<file path="src/rtl/counter_pkg.sv">
// rtl/counter_pkg.sv - state encoding shared by x_input_conditioner and two_bit_counter
package counter_pkg;

   localparam logic [1:0] ST_STABLE_LO = 2'd0;
   localparam logic [1:0] ST_WAIT_HI   = 2'd1;
   localparam logic [1:0] ST_STABLE_HI = 2'd2;
   localparam logic [1:0] ST_WAIT_LO   = 2'd3;

   localparam int STABLE_CYCLES_DEFAULT = 4;

   typedef enum logic [1:0] {
      STABLE_LO = ST_STABLE_LO,
      WAIT_HI   = ST_WAIT_HI,
      STABLE_HI = ST_STABLE_HI,
      WAIT_LO   = ST_WAIT_LO
   } cond_state_t;

endpackage

</file>
<file path="src/rtl/sync_2ff.sv">
// rtl/sync_2ff.sv - two-flop synchronizer with synchronous active-high reset
module sync_2ff (
   input  logic clk,
   input  logic reset,
   input  logic d,
   output logic q
);

   logic s1;

   always_ff @(posedge clk) begin
      if (reset) begin
         s1 <= 1'b0;
         q  <= 1'b0;
      end else begin
         s1 <= d;
         q  <= s1;
      end
   end

endmodule

</file>
<file path="src/rtl/x_input_conditioner.sv">
// rtl/x_input_conditioner.sv - synchronize and debounce raw x, emit rise/fall pulses
module x_input_conditioner
   import counter_pkg::*;
#(
   parameter int STABLE_CYCLES = STABLE_CYCLES_DEFAULT,
   parameter int CNT_WIDTH     = 8
) (
   input  logic clk,
   input  logic reset,
   input  logic x_raw,
   output logic x,
   output logic x_rise,
   output logic x_fall,
   output logic busy
);

   localparam logic [CNT_WIDTH-1:0] CNT_LAST = CNT_WIDTH'(STABLE_CYCLES - 1);
   localparam logic [CNT_WIDTH-1:0] CNT_ONE  = CNT_WIDTH'(1);

   logic                 s2;
   cond_state_t          state;
   logic [CNT_WIDTH-1:0] cnt;

   sync_2ff u_sync (
      .clk   (clk),
      .reset (reset),
      .d     (x_raw),
      .q     (s2)
   );

   // busy is assigned alongside every state change so it always matches the new state
   always_ff @(posedge clk) begin
      if (reset) begin
         state  <= STABLE_LO;
         cnt    <= '0;
         x      <= 1'b0;
         x_rise <= 1'b0;
         x_fall <= 1'b0;
         busy   <= 1'b0;
      end else begin
         x_rise <= 1'b0;
         x_fall <= 1'b0;
         case (state)
            STABLE_LO: begin
               if (s2) begin
                  state <= WAIT_HI;
                  cnt   <= CNT_ONE;
                  busy  <= 1'b1;
               end else begin
                  cnt   <= '0;
               end
            end
            WAIT_HI: begin
               if (!s2) begin
                  state <= STABLE_LO;
                  cnt   <= '0;
                  busy  <= 1'b0;
               end else if (cnt == CNT_LAST) begin
                  state  <= STABLE_HI;
                  cnt    <= '0;
                  x      <= 1'b1;
                  x_rise <= 1'b1;
                  busy   <= 1'b0;
               end else begin
                  cnt <= cnt + CNT_ONE;
               end
            end
            STABLE_HI: begin
               if (!s2) begin
                  state <= WAIT_LO;
                  cnt   <= CNT_ONE;
                  busy  <= 1'b1;
               end else begin
                  cnt   <= '0;
               end
            end
            WAIT_LO: begin
               if (s2) begin
                  state <= STABLE_HI;
                  cnt   <= '0;
                  busy  <= 1'b0;
               end else if (cnt == CNT_LAST) begin
                  state  <= STABLE_LO;
                  cnt    <= '0;
                  x      <= 1'b0;
                  x_fall <= 1'b1;
                  busy   <= 1'b0;
               end else begin
                  cnt <= cnt + CNT_ONE;
               end
            end
            default: begin
               state <= STABLE_LO;
               cnt   <= '0;
               busy  <= 1'b0;
            end
         endcase
      end
   end

endmodule
</file>
<file path="config.mk">
export PLATFORM = sky130hd
export DESIGN_NAME = x_input_conditioner
export DESIGN_NICKNAME = d
export VERILOG_FILES = /design/src/rtl/counter_pkg.sv /design/src/rtl/sync_2ff.sv /design/src/rtl/x_input_conditioner.sv
export SDC_FILE = /design/constraint.sdc
export NUM_CORES = 1
export LEC_CHECK = 0
export ABC_AREA = 1
export CAP_MARGIN = 20
export CORE_MARGIN = 3
export CORE_UTILIZATION = 50
export DETAILED_ROUTE_END_ITERATION = 7
export DONT_BUFFER_PORTS = 1
export PLACE_DENSITY = 0.7
export SLEW_MARGIN = 30
export SYNTH_ARGS = -nofsm -noshare
export SYNTH_HDL_FRONTEND = slang
export SYNTH_SLANG_ARGS = --single-unit
</file>
<file path="constraint.sdc">
create_clock -name clk -period 1.74 [get_ports clk]
set_clock_uncertainty 0.1 [all_clocks]
set_input_delay 0.174 -clock clk [delete_from_list [all_inputs] [get_ports clk]]
set_output_delay 0.174 -clock clk [all_outputs]
set_load 0.02 [all_outputs]
</file>
### Word level (Yosys, flattened, before mapping)

Cells that the tools add are included.

* $add $sub $neg: 1
* multiply operators: 0
* div/mod/pow operators: 0
* $lt $le $gt $ge: 0
* equality and inequality tests: 12
* shifts and indexed selects: 0
* muxes and demuxes: 25
* bitwise logic cells: 3
* reduce and logical (&&, ||, !) cells: 7

Operators with widths (number)
* 8-bit case mux with 4 select lines: 1
* 8-bit two-way mux: 3
* 1-bit two-way mux: 12
* 2-bit two-way mux: 6
* 8-bit by 1-bit adder with 8-bit output, second input constant: 1
* 8-bit by 2-bit == test with 1-bit output, second input constant: 1
* 2-bit != test, second input constant: 4
* 2-bit case mux with 4 select lines: 1
* 3-bit OR reduction: 2
* 5-bit AND reduction: 1
* 2-bit == test, second input constant: 2
* 2-bit by 1-bit != test with 1-bit output, second input constant: 2
* 1-bit case mux with 4 select lines: 1
* 4-bit AND reduction: 1
* 3-bit by 2-bit != test with 1-bit output, second input constant: 1
* 3-bit != test, second input constant: 1
* 1-bit inverter: 3
* 2-bit by 1-bit == test with 1-bit output, second input constant: 1
* 2-bit zero test: 1
* 1-bit case mux with 2 select lines: 1
* 2-bit AND reduction: 1
* 2-bit nonzero test: 1

* register bits after elaboration: 16
* bits in latches: 0
* RAM bits: 0
* memory bits (read-only): 0
* bits of input ports: 3
* output and inout bits: 4
* logic and storage cells: 56
* memories: 0

### Logic depth before layout (Yosys ltp)

Gate-level depths: netlist (run 1).

* word-level depth: 4
* depth in mapped cells: 7
* gate-level depth less buffers: 7

### By module

A second synthesis (run 1) with hierarchy kept.

* cells, all modules: 100
* area total of the unflattened synthesis: 714.4 sq um

Modules (own cells, without submodules)
* x_input_conditioner: times used 1, cells an instance 94, area each 659.4 sq um, sequential area each 280.3 sq um
* sync_2ff: times used 1, cells an instance 6, area each 55.1 sq um, sequential area each 40.0 sq um

### Worst setup path before layout (run 1)

No wires, ideal clock.

* kind: register to register
* start point: register cnt[0]
* end point: register x
* setup time: 0.119 ns
* data arrival time: 1.028 ns
* required time: 1.521 ns
* slack: 0.492 ns
* cell stages (with the launch flop): 7
* buffers on the path: 0
* period minus slack after synthesis: 1.248 ns
* path through: dfxtp_1 -> ha_1 -> nand2_1 -> nor2_2 -> nand2_2 -> o21bai_1 -> o21ai_1

* longest elaborated chain between the ends: 3
* elaborated cells on any way between the ends: 4
* classes of those cells: eq/ne: 3; reduce/logical: 1

Ends and longest elaborated chain
* from (decl): RTL line x_input_conditioner.sv:22 `logic [CNT_WIDTH-1:0] cnt;`
* from (signal assigned): RTL line x_input_conditioner.sv:65 `cnt <= cnt + CNT_ONE;`
* from (signal assigned): RTL line x_input_conditioner.sv:89 `cnt <= cnt + CNT_ONE;`
* 8-bit by 2-bit == test with 1-bit output *: RTL line x_input_conditioner.sv:58, x_input_conditioner.sv:82
* 2-bit != test (no source line)
* 5-bit AND reduction (no source line) *
* to (signal assigned): RTL line x_input_conditioner.sv:36 `x <= 1'b0;`
* to (signal assigned): RTL line x_input_conditioner.sv:61 `x <= 1'b1;`
* to (signal assigned): RTL line x_input_conditioner.sv:85 `x <= 1'b0;`
* to (decl): RTL line x_input_conditioner.sv:11 `output logic x,`

Every way passes the cells marked *; elsewhere a longest branch is shown, timed or not.
A chain may end at the register's enable or synchronous reset.

### Worst setup path in the final report (run 1)

Same ends and word-level chain as after synthesis.

==> results of run 1 <==
-- Yosys cell counts (all sizes together) --
library cell | instances | area (um^2)
nand2 | 23 | 118.9
nor2 | 20 | 107.6
dfxtp | 16 | 320.3
inv | 15 | 56.31
nand3 | 7 | 40.04
a21oi | 5 | 25.02
o21ai | 4 | 20.01
nand4 | 3 | 18.77
buf | 2 | 18.77
a31oi | 1 | 6.260
clkinv | 1 | 3.750
ha | 1 | 12.51
nor3 | 1 | 5.000
nor3b | 1 | 7.510
o21bai | 1 | 7.510
xnor2 | 1 | 8.760
xor2 | 1 | 8.760
-- sequential cells by signal (all words and copies together), names as in the netlist, named ones only --
signal     count
cnt            8
busy           1
state          1
u_sync.q       1
u_sync.s1      1
x              1
x_fall         1
x_rise         1
-- kinds of logic after synthesis --
group / Yosys count / share of synthesized area, %
AOI/OAI and AO/OA: 11 / 7.483
xor gates and xnor gates: 2 / 2.230
DFF: 16 / 40.76
adders and majority gates: 1 / 1.592
and+or+nand+nor: 55 / 37.90
buffers and inverters: 18 / 10.03
-- stage by stage --
step | total power (W) | cell area (um^2) | hold WS (ns) | cells | util, %
final | 0.0006420 | 849.6 | 0.04805 | 123 | 61.45
after global routing | 0.0006728 | 849.6 | 0.04188 | 123 | 61.45
after detailed placement | 0.0003984 | 793.3 | 0.1475 | 117 | 57.38
after global placement | 0.0003981 | 793.3 | 0.1467 | 117 | 57.38
after floorplan | 0.0003956 | 785.8 | 0.1452 | 103 | -
after CTS | 0.0006465 | 849.6 | 0.04140 | 123 | 61.45
-- power by group through the flow --
| stage | logic, W | registers (W) | clock network (W) |
|---|---|---|---|
| 6_report | 0.0000182 | 0.000375 | 0.000248 |
| 5_1_grt | 0.0000201 | 0.000376 | 0.000276 |
| 4_1_cts | 0.0000184 | 0.000375 | 0.000253 |
| 3_5_place_dp | 0.0000144 | 0.000384 | 0 |
| 3_3_place_gp | 0.0000143 | 0.000384 | 0 |
| 2_1_floorplan | 0.0000131 | 0.000383 | 0 |
-- worst min path at each step --
stage | end | depth (start not counted) | startpoint | slack, ns
floorplan | u_sync.s1 | 1 | reset | 0.15
global placement | u_sync.q | 1 | reset | 0.15
detailed placement | u_sync.q | 1 | reset | 0.15
CTS | busy | 3 | reset | 0.04
global route | flop | 3 | reset | 0.04
finish | busy | 3 | reset | 0.05
-- critical path: stages, from the launching register on --
cell	delay, ns
dfxtp_1	0.37
ha_1	0.27
nand2_1	0.10
nor2_2	0.11
nand2_2	0.11
o21bai_1	0.17
o21ai_1	0.08
-- area by class of cell --
class / count / area [um^2]
inverters: 16 / 60.06
fillers: 125 / 533.0
repair buffers: 3 / 27.53
clock buffers: 4 / 36.28
multi-input cells: 69 / 386.6
flip-flops and latches: 16 / 320.3
well taps: 15 / 18.77
-- metal layers --
layer / wire length [um] / share of wire (%) / GRT usage (%)
met2: 592 / 44 / 22.28
met1: 691 / 51 / 22.01
met5: 0 / 0 / 0
met4: 29 / 2.2 / 7.018
met3: 29 / 2.2 / 3.557
-- cells in the final DEF, fill, tap and decap left out --
cell           instances
a21oi_1                5
xor2_1                 1
dlygate4sd3_1          2
clkinv_1               1
o21ai_1                3
nor3b_1                1
nand2_1               16
clkbuf_4               3
ha_1                   1
nor2_2                 7
a31oi_1                1
dfxtp_1               16
nor2_1                11
nand2_2                4
nand2_4                3
o21ai_0                1
nand3_2                1
o21bai_1               1
nand3_1                6
inv_1                 13
nor2_4                 2
inv_2                  2
buf_4                  1
clkbuf_8               1
nor3_1                 1
nand4_1                3
xnor2_1                1
-- what timing repair did --
action / in CTS / in global routing
gates resized for setup: 0 / 0
hold buffers: 2 / 0
setup buffers: 0 / 0
endpoints found under the hold margin: 2 / 0
==> flow_metrics.env, run 1 <==
export IMPL_grt_ovfl_total=0
export IMPL_tightestPinTransition_ns=0.3009
export IMPL_detailedPlacementHpwl_mm=1.064
export IMPL_cts_sinks=16
export IMPL_crit_required_ns=1.82
export IMPL_layout_drive_gt1_share_pct=22.22
export IMPL_vias=601
export IMPL_p_int_w=0.0005059
export IMPL_syn_nets=107
export IMPL_first_pass_iters=4
export IMPL_ant_nets=0
export IMPL_slew_viol_final=0
export IMPL_reg2regPathDepth=6
export IMPL_grt_pass1_wl_mm=2.332
export IMPL_netlist_area_um2=785.8
export IMPL_synth_cells=103
export IMPL_layout_setup_ws_ns=0.3336
export IMPL_nets=113
export IMPL_wire_per_inst_um=10.92
export IMPL_r2r_end="x"
export IMPL_p_switching_w=0.0001361
export IMPL_finalSetupViolCount=0
export IMPL_rsz0062_at_grt="no"
export IMPL_ys_types=25
export IMPL_clk_pin_slew_ns=0.10
export IMPL_grt_max_degree=10
export IMPL_p_per_area_nw_per_um2=755.7
export IMPL_fp_row_count=13
export IMPL_hold_class="input port to flop"
export IMPL_grt_pass1_vias=545
export IMPL_endpoint_kind="flop"
export IMPL_cts_buffers=3
export IMPL_drcViolationCount=0
export IMPL_status="completed"
export IMPL_seq_area_frac_synth_pct=40.76
export IMPL_peakVddDrop_mv=0.4303
export IMPL_cts_root_buffer="clkbuf_4"
export IMPL_slew_headroom_pct=79.81
export IMPL_dp_slack_ns=0.3400
export IMPL_start_util_pct=56.83
export IMPL_endpoint="x"
export IMPL_yosys_warnings=0
export IMPL_p_clk_share_pct=38.7
export IMPL_grt_util_all_layers_pct=15.61
export IMPL_hold_violations=0
export IMPL_core_area_um2=1383
export IMPL_power_frac_comb_pct=2.8
export IMPL_fmax_mhz=711.0
export IMPL_antenna_found_initial=0
export IMPL_cts_tree="built"
export IMPL_htree_levels=1
export IMPL_p_leak_nw=0.3353
export IMPL_clkLatencyLatePin_ns=0.29
export IMPL_ys_ff_latch=16
export IMPL_critPathKind="flop to flop"
export IMPL_chipWidth_um=45.64
export IMPL_pin_count=7
export IMPL_io_buffers=0
export IMPL_diodes=0
export IMPL_arrival_ns=1.48
export IMPL_start_kind="flop"
export IMPL_dieArea_um2=2083
export IMPL_place_gp_congestion=0.8002
export IMPL_final_period_utilization_pct=80.83
export IMPL_crit_start="cnt[0]"
export IMPL_r2r_start="cnt[0]"
export IMPL_initialDrtViolationCount=11
export IMPL_pwr_share_seq_pct=58.5
export IMPL_die_height_um=45.64
export IMPL_clockBufferDepth=2
export IMPL_wl_mm=1.343
export IMPL_critPathMaxFanout=6
export IMPL_swShare_pct=21.20
export IMPL_syn_avg_cell_area_um2=7.629
export IMPL_tns_ns=0
export IMPL_vias_per_cell=4.886
export IMPL_synthToLayoutAreaGrowth_pct=8.121
export IMPL_period_minus_slack_ns=1.406
export IMPL_cap_violations=0
export IMPL_r2r_slack_ns=0.33
No activity file was read; power rests on OpenSTA's default activity.
==> inputs of run 2 (changes only) <==
ABC_AREA = 0   (was 1)
PLACE_DENSITY = 0.73   (was 0.7)
clock period = 1.24 ns   (was 1.74 ns; I/O delays follow)
==> run 2 against run 1 <==
Clock-buffer cell count did not move. Synthesized area down 18%. Hold slack gained 0.015 ns. The run now ends with setup timing left. Largest cell class unchanged.
==> flow_metrics.env, run 2 <==
export IMPL_status="finished, violations left"
export IMPL_violations="setup timing"
export IMPL_ys_top_cells_by_area="dfxtp_1, a21oi_1, nand2b_1"
export IMPL_netlist_area_um2=648.1
export IMPL_syn_nets=71
export IMPL_yosys_warnings=0
export IMPL_drcViolationCount=0
export IMPL_grt_util_all_layers_pct=20.07
export IMPL_start_kind="flop"
export IMPL_crit_chain="ha_4 > or4bb_4 > or2_4 > o22ai_2"
export IMPL_crit_slowest_cell="or4bb_4"
export IMPL_place_gp_congestion=0.8217
export IMPL_initialDrtViolationCount=10
export IMPL_ys_ff_latch=16
export IMPL_critical_path_buf_inv_count=0
export IMPL_layout_commonest_cell="buf_4"
export IMPL_fmax_mhz=646.4
export IMPL_pin_count=7
export IMPL_endpoint_kind="flop"
export IMPL_start_util_pct=56.06
export IMPL_detailedPlacementHpwl_mm=1.059
export IMPL_holdWs_ns=0.06286
export IMPL_first_pass_iters=4
export IMPL_hold_class="input port to flop"
export IMPL_ys_types=30
export IMPL_period_minus_slack_ns=1.547
export IMPL_slew_viol_final=0
export IMPL_layout_drive_gt1_share_pct=58.51
export IMPL_grt_pass1_wl_mm=2.615
export IMPL_ant_nets=0
export IMPL_largest_register="cnt"
export IMPL_crit_required_ns=1.36
export IMPL_antenna_found_initial=0
export IMPL_multiInputGateArea_um2=446.7
export IMPL_arrival_ns=1.67
export IMPL_vias=650
export IMPL_die_height_um=42.01
export IMPL_htree_levels=1
export IMPL_cts_buffers=3
export IMPL_rsz0062_at_grt="yes"
export IMPL_synth_cells=67
export IMPL_vias_per_cell=6.019
export IMPL_final_period_utilization_pct=124.8
export IMPL_critPathKind="flop to flop"
export IMPL_layout_setup_ws_ns=-0.3070
export IMPL_cts_tree="built"
export IMPL_hold_violations=0
export IMPL_wire_per_inst_um=17.39
export IMPL_synth_top_area_share_pct=49.42
export IMPL_cts_sinks=16
export IMPL_nets=99
export IMPL_final_cell_mix="buf_4, dfxtp_1, dfxtp_2"
export IMPL_slew_headroom_pct=77.11
export IMPL_tightestPinTransition_ns=0.3422
export IMPL_chipWidth_um=42.01
export IMPL_finalSetupViolCount=10
export IMPL_seq_area_um2=332.8
export IMPL_synth_ff_type="dfxtp_1"
export IMPL_critPathMaxFanout=3
export IMPL_power_w=0.0009065
export IMPL_cts_root_buffer="clkbuf_4"
export IMPL_grt_pass1_vias=616
export IMPL_synth_edf_count=0
export IMPL_yosysTopAreaCell="dfxtp_1"
export IMPL_syn_avg_cell_area_um2=9.673
export IMPL_dieArea_um2=1764
export IMPL_diodes=0
export IMPL_clkLatencyLatePin_ns=0.28
export IMPL_cap_violations=0
export IMPL_grt_ovfl_total=0
export IMPL_seq_area_frac_synth_pct=49.42
export IMPL_io_buffers=0
export IMPL_num_fill_cells=56
export IMPL_fp_row_count=12
export IMPL_core_area_um2=1156
export IMPL_cpPeakStageDelay_ns=0.47
export IMPL_utilization_pct=88.74
export IMPL_clockBufferDepth=2
export IMPL_synth_commonest_cells="dfxtp_1, a21oi_1, nor2_1"
export IMPL_clk_pin_slew_ns=0.09
export IMPL_synthToLayoutAreaGrowth_pct=58.30
export IMPL_p_per_area_nw_per_um2=883.5
export IMPL_peakVddDrop_mv=0.8772
export IMPL_grt_max_degree=10
export IMPL_async_flop_share_pct=0
export IMPL_p_leak_nw=0.3537
export IMPL_cpLargestDelayFamily="simple AND/OR/NAND/NOR gates"
export IMPL_largest_reg_flops=8
export IMPL_wl_mm=1.878
export IMPL_synth_most_common_cell="dfxtp_1"
==> run 2: worst paths after layout <==
kind,start,end,slack [ns],cells after the start
worst max register to register,cnt[1],x,-0.31,4
worst min-delay path,reset,cnt[7],0.06,3
worst max-delay path,cnt[1],x,-0.31,4
worst min register to register,u_sync.s1,u_sync.q,0.34,1
==> run 2: what timing repair did <==
action | in CTS | in global routing
setup buffers | 2 | 1
endpoints found under the hold margin | 9 | 0
hold buffers | 2 | 0
setup endpoints to repair | 13 | 14
pin swaps | 11 | 12
gates resized for setup | 5 | 18
==> run 2: area by class of cell <==
type	count	share of cell area, %
clock buffer	4	3.537
inverter	2	0.7317
multi-input combinational	49	43.54
sequential	16	32.44
tap	14	1.707
timing repair buffer	23	18.05
==> run 2: cell families (layout without fill, tap and decap cells) <==
| group | count (synthesis) | after routing | synth area share, % |
|---|---|---|---|
| AOI/OAI and AO/OA | 14 | 14 | 13.13 |
| xor gates and xnor gates | 4 | 4 | 5.406 |
| adders and majority gates | 1 | 1 | 1.930 |
| buffers and inverters | 2 | 29 | 1.159 |
| DFF | 16 | 16 | 49.42 |
| and+or+nand+nor | 30 | 30 | 28.96 |
==> run 2: through the flow <==
stage               std cells  instance area [um^2]  worst slack, ns  setup TNS [ns]
detailed placement         99                 834.6          -0.2698          -2.015
CTS                       107                 927.1          -0.2697          -2.247
global placement           99                 834.6          -0.2291          -1.671
global route              108                  1026          -0.3590          -3.062
floorplan                  67                 681.9          -0.2353          -1.228
finish                    108                  1026          -0.3070          -2.511
==> run 2: power breakdown <==
part           leakage, nW  internal [W]  switching, W
Combinational        0.199     0.0000234     0.0000195
Clock               0.0210      0.000179      0.000161
Sequential           0.134      0.000518    0.00000561
==> run 2: layer usage <==
metal | track usage [%] | wire length (um) | up-vias
li1 | - | - | 303
met1 | 22.79 | 743 | 319
met2 | 35.49 | 1014 | 24
met3 | 5.579 | 107 | 4
met4 | 7.051 | 12 | 0
met5 | 0 | 0 | -
==> run 2: tightest hold or removal path, delay by kind of cell <==
family | cells | cell delay (ns)
buffers and inverters | 1 | 0.16
AND/OR/NAND/NOR | 1 | 0.08
AO/OA/AOI/OAI | 1 | 0.04
